<file path="config.mk">
export PLATFORM = sky130hd
export DESIGN_NAME = pulse_period_meter
export DESIGN_NICKNAME = d
export VERILOG_FILES = /design/src/rtl/pulse_period_meter.sv
export SDC_FILE = /design/constraint.sdc
export NUM_CORES = 1
export LEC_CHECK = 0
export BUFFER_PORTS_ARGS = -buffer_cell sky130_fd_sc_hd__buf_2
export CORE_UTILIZATION = 35
export DETAILED_ROUTE_END_ITERATION = 8
export SYNTH_ARGS = -nofsm -noshare
export SYNTH_HDL_FRONTEND = slang
export SYNTH_SLANG_ARGS = --single-unit
</file>
<file path="constraint.sdc">
create_clock -name clk -period 1.55 [get_ports clk]
set_input_delay 0.31 -clock clk [delete_from_list [all_inputs] [get_ports clk]]
set_output_delay 0.31 -clock clk [all_outputs]
set_load 0.05 [all_outputs]
</file>
<file path="src/rtl/pulse_period_meter.sv">
// Measures the clock count between rising edges of pulse_in, reports each period with a
// one-cycle strobe, and flags lock/overflow. Define PERIOD_METER_SYNC_EN to add a 2-flop input synchronizer.
module pulse_period_meter #(
    parameter int WIDTH      = 8,
    parameter int LOCK_COUNT = 4
) (
    input  logic             clk,
    input  logic             rst_n,
    input  logic             pulse_in,
    output logic [WIDTH-1:0] period,
    output logic             period_valid,
    output logic             locked,
    output logic             overflow
);

    typedef enum logic {
        IDLE,
        MEAS
    } state_t;

    localparam logic [WIDTH-1:0] MAX      = '1;
    localparam logic [3:0]       LOCK_MAX = 4'(LOCK_COUNT);

    state_t           state_q, state_d;
    logic [WIDTH-1:0] counter_q, counter_d;
    logic [WIDTH-1:0] period_q, period_d;
    logic             valid_q, valid_d;
    logic             locked_q, locked_d;
    logic             overflow_q, overflow_d;
    logic [3:0]       matchCnt_q, matchCnt_d;
    logic             havePrev_q, havePrev_d;
    logic             pulseDly_q;
    logic             pulseSrc;
    logic             rise;
    logic [3:0]       matchNext;

`ifdef PERIOD_METER_SYNC_EN
    logic sync1_q, sync2_q;

    always_ff @(posedge clk or negedge rst_n) begin
        if (!rst_n) begin
            sync1_q <= 1'b0;
            sync2_q <= 1'b0;
        end else begin
            sync1_q <= pulse_in;
            sync2_q <= sync1_q;
        end
    end

    assign pulseSrc = sync2_q;
`else
    assign pulseSrc = pulse_in;
`endif

    assign rise = pulseSrc & ~pulseDly_q;

    // havePrev_q marks that the period register holds a measurement that a new one may match
    always_comb begin
        state_d    = state_q;
        counter_d  = counter_q;
        period_d   = period_q;
        valid_d    = 1'b0;
        locked_d   = locked_q;
        overflow_d = overflow_q;
        matchCnt_d = matchCnt_q;
        havePrev_d = havePrev_q;
        matchNext  = 4'd0;
        case (state_q)
            IDLE: begin
                counter_d = '0;
                if (rise) begin
                    state_d   = MEAS;
                    counter_d = {{(WIDTH-1){1'b0}}, 1'b1};
                end
            end
            MEAS: begin
                if (rise) begin
                    counter_d  = {{(WIDTH-1){1'b0}}, 1'b1};
                    overflow_d = 1'b0;
                    if (counter_q != MAX) begin
                        period_d = counter_q;
                        valid_d  = 1'b1;
                        if (havePrev_q && (counter_q == period_q)) begin
                            matchNext = (matchCnt_q >= LOCK_MAX) ? LOCK_MAX : matchCnt_q + 4'd1;
                        end
                        matchCnt_d = matchNext;
                        locked_d   = (matchNext == LOCK_MAX);
                        havePrev_d = 1'b1;
                    end else begin
                        matchCnt_d = 4'd0;
                        locked_d   = 1'b0;
                        havePrev_d = 1'b0;
                    end
                end else if (counter_q == MAX) begin
                    overflow_d = 1'b1;
                    locked_d   = 1'b0;
                    matchCnt_d = 4'd0;
                    havePrev_d = 1'b0;
                end else begin
                    counter_d = counter_q + 1'b1;
                end
            end
            default: state_d = IDLE;
        endcase
    end

    always_ff @(posedge clk or negedge rst_n) begin
        if (!rst_n) begin
            state_q    <= IDLE;
            counter_q  <= '0;
            period_q   <= '0;
            valid_q    <= 1'b0;
            locked_q   <= 1'b0;
            overflow_q <= 1'b0;
            matchCnt_q <= 4'd0;
            havePrev_q <= 1'b0;
            pulseDly_q <= 1'b0;
        end else begin
            state_q    <= state_d;
            counter_q  <= counter_d;
            period_q   <= period_d;
            valid_q    <= valid_d;
            locked_q   <= locked_d;
            overflow_q <= overflow_d;
            matchCnt_q <= matchCnt_d;
            havePrev_q <= havePrev_d;
            pulseDly_q <= pulseSrc;
        end
    end

    assign period       = period_q;
    assign period_valid = valid_q;
    assign locked       = locked_q;
    assign overflow     = overflow_q;

endmodule

</file>
==> qor.yml <==
worst-path-max-fanout: 7
h-tree-depth: 1
numCtsBuffers: 3
layout-drive-gt1-share_pct: 34.1
reg2reg_from: "counter_q[0]$_DFFE_PN0P_"
combPwrFrac_pct: 35.7
seq_area_sq_um: 653
grt_max_degree: 27
viasPerCell: 5.14
synthesis.nets: 111
top_usage_layer: "met2"
synth_warnings: 0
route.vias.total: 900
port_buffers: 13
fillers: 336
timing.rr.end: "period[5]$_DFFE_PN0P_"
dp_hpwl_um: 1850
ff2ff_setup_slack_ns: 0.03
p_sw_mw: 0.816
fp.coreArea_sq_um: 3440
die_w_um: 62.9
cts_sinks: 26
leakagePower_nw: 0.714
worst-endpoint-required_ns: 1.71
hold_buffers: 0
drt_iter0_markers: 34
post-route-drc-count: 0
max_clock_freq_mhz: 660
critPathKind: "flip-flop to flip-flop"
grt_pass1_wl_um: 4400
swShare_pct: 37.7
use_met2_pct: 23.8
tns_ns: 0
synth_area_sq_um: 1300
start_util_pct: 37.7
worstMarginPinSlew_ns: 0.583
p_clk_share_pct: 20.2
ys_seq_elements: 26
hold_path.class: "input port to async pin"
place_congestion: 0.793
die-area_sq_um: 3960
status: "finished, final reports clean"
nets: 135
seq_area_frac_synth_pct: 50.1
period_minus_slack_ns: 1.52
clk_latency_ns: 0.27
grt_overflow_total: 0
slew_violations: 0
power_frac_seq_pct: 44.0
track_usage_pct: 14.3
drtAntennaViolNets: 0
multi_input_area_sq_um: 629
antenna_found_initial: 0
cts_root_buf: "clkbuf_8"
timing.hold.ws_ns: 0.0298
power.density_nw_per_um2: 1390
die_h_um: 62.9
finalWirelength_um: 2580
crit_path_start_kind: "flip-flop"
syn_to_final_growth_pct: 19.5
hold_violations: 0
cts_tree: "yes"
rsz0062_at_grt: "true"
grt_pass1_vias: 912
synthCells: 106
met1_usage_pct: 18.1
drv_cap: 0
insertedDiodeCount: 0
period_share_pct: 97.8
worstRegToRegCells: 6
vdd_ir_drop_max_mv: 1.11
clock_skew_ns: 0.00172
wire_per_inst_um: 14.7
yosysUniqueCellTypes: 41
setup_viol: 0
gr-usage-met3_pct: 4.38
path_clk_slew_ns: 0.09
avgSynthCellArea_sq_um: 12.3
drtPass1Iterations: 4
critPathCaptureType: "flip-flop"
clk_path_buf_depth: 2
row_count: 21
arrival_ns: 1.67
io_pins: 14
slew_headroom_pct: 61.2
internal_power_mw: 1.35
-- flip-flops by register name (all words and copies together) (netlist names) --
signal,count
period_valid,1
matchCnt_q,4
havePrev_q,1
period,8
counter_q,8
pulseDly_q,1
locked,1
state_q,1
overflow,1
-- cell type report --
class                      instances  area share, %
clock buffer                       4           3.55
inverter                           1          0.242
multi-input combinational         75           40.6
sequential                        26           42.1
tap                               46           3.71
timing repair buffer              23           9.84
-- layer usage --
metal	vias up	wire length, um
met3	2	113
met4	0	13
met5	-	0
li1	429	-
met2	21	1240
met1	448	1210
-- kinds of logic after synthesis --
family / share of synthesized area, %
AO/OA/AOI/OAI: 9.92
AND/OR/NAND/NOR: 19.1
buffers and inverters: 2.79
multiplexers: 8.86
flip-flops: 50.1
XOR/XNOR: 7.32
adder cells (fa/ha/maj): 1.93
-- critical path, cell delays in order (launching register included) --
cell and delay (ns):
dfrtp_1 0.40, ha_2 0.23, nand3_4 0.12, nor2_4 0.17
nor2_4 0.05, buf_12 0.14, mux2_4 0.29
-- worst max path at each step --
stage	start	end	slack, ns	cells past startpoint
2_1_floorplan	period[5]$_DFFE_PN0P_	matchCnt_q[1]$_DFFE_PN0P_	0.002	4
3_3_place_gp	counter_q[0]$_DFFE_PN0P_	counter_q[1]$_DFFE_PN0P_	0.06	6
3_5_place_dp	counter_q[1]$_DFFE_PN0P_	matchCnt_q[1]$_DFFE_PN0P_	0.04	5
4_1_cts	counter_q[0]$_DFFE_PN0P_	matchCnt_q[1]$_DFFE_PN0P_	0.002	5
5_1_grt	counter_q[1]$_DFFE_PN0P_	counter_q[3]$_DFFE_PN0P_	-0.03	6
6_report	counter_q[0]$_DFFE_PN0P_	period[5]$_DFFE_PN0P_	0.03	6
-- power by group through the flow --
| stage | sequential [mW] | combinational (mW) | clock, mW |
|---|---|---|---|
| floorplan | 1.09 | 0.419 | 0 |
| global placement | 0.942 | 0.765 | 0 |
| detailed placement | 0.954 | 0.765 | 0 |
| CTS | 0.943 | 0.767 | 0.456 |
| global route | 0.976 | 0.836 | 0.483 |
| finish | 0.953 | 0.773 | 0.438 |
-- cell usage in the layout (no fill, tap or decap), types with 3 or more instances in the layout --
cell	instances
xnor2_1	7
clkbuf_8	4
buf_4	9
mux2_4	7
a21oi_1	4
nand2b_1	3
buf_2	13
a31oi_1	3
dfrtp_1	24
nor2_1	6
nand2_1	6
-- metrics by stage --
stage	instance area [sq um]	instances	util (%)	total power, mW	setup WS (ns)
after floorplan	1300	106	-	1.51	0.00193
after global placement	1470	170	42.7	1.71	0.0642
after detailed placement	1470	170	42.7	1.72	0.0433
after CTS	1520	174	44.3	2.17	0.00246
after global routing	1550	175	45.1	2.29	-0.0342
final	1550	175	45.1	2.16	0.0340
-- Yosys cell counts (all sizes together) --
master | count | share of area, %
a32o | 1 | 0.77
nor3 | 1 | 0.38
and2 | 1 | 0.48
a31o | 1 | 0.67
nand4 | 3 | 2.6
and3 | 2 | 0.96
buf | 4 | 2.5
mux2i | 1 | 0.77
xor2 | 1 | 0.67
o211ai | 2 | 1.2
o22a | 1 | 0.67
nor4b | 1 | 0.67
a21o | 1 | 0.58
and4 | 1 | 0.67
mux2 | 7 | 8.1
a21oi | 4 | 1.5
inv | 1 | 0.29
or3 | 1 | 0.48
dfrtp | 26 | 50
a22o | 2 | 1.3
nor4 | 1 | 1.6
nand4b | 1 | 0.67
nand3b | 1 | 0.58
nor2b | 1 | 0.48
ha | 2 | 1.9
a211oi | 1 | 0.58
nand2 | 6 | 1.7
nand3 | 3 | 1.5
and3b | 1 | 0.67
nand2b | 3 | 1.4
nor2 | 8 | 3.5
nor3b | 1 | 0.58
a31oi | 3 | 1.4
xnor2 | 9 | 6.6
o21ai | 3 | 1.2
-- what timing repair did --
item	4_1_cts	5_1_grt
endpoints found under the setup margin	0	12
setup buffers	0	1
gates resized for setup	0	5
No activity file was read; power rests on OpenSTA's default activity.
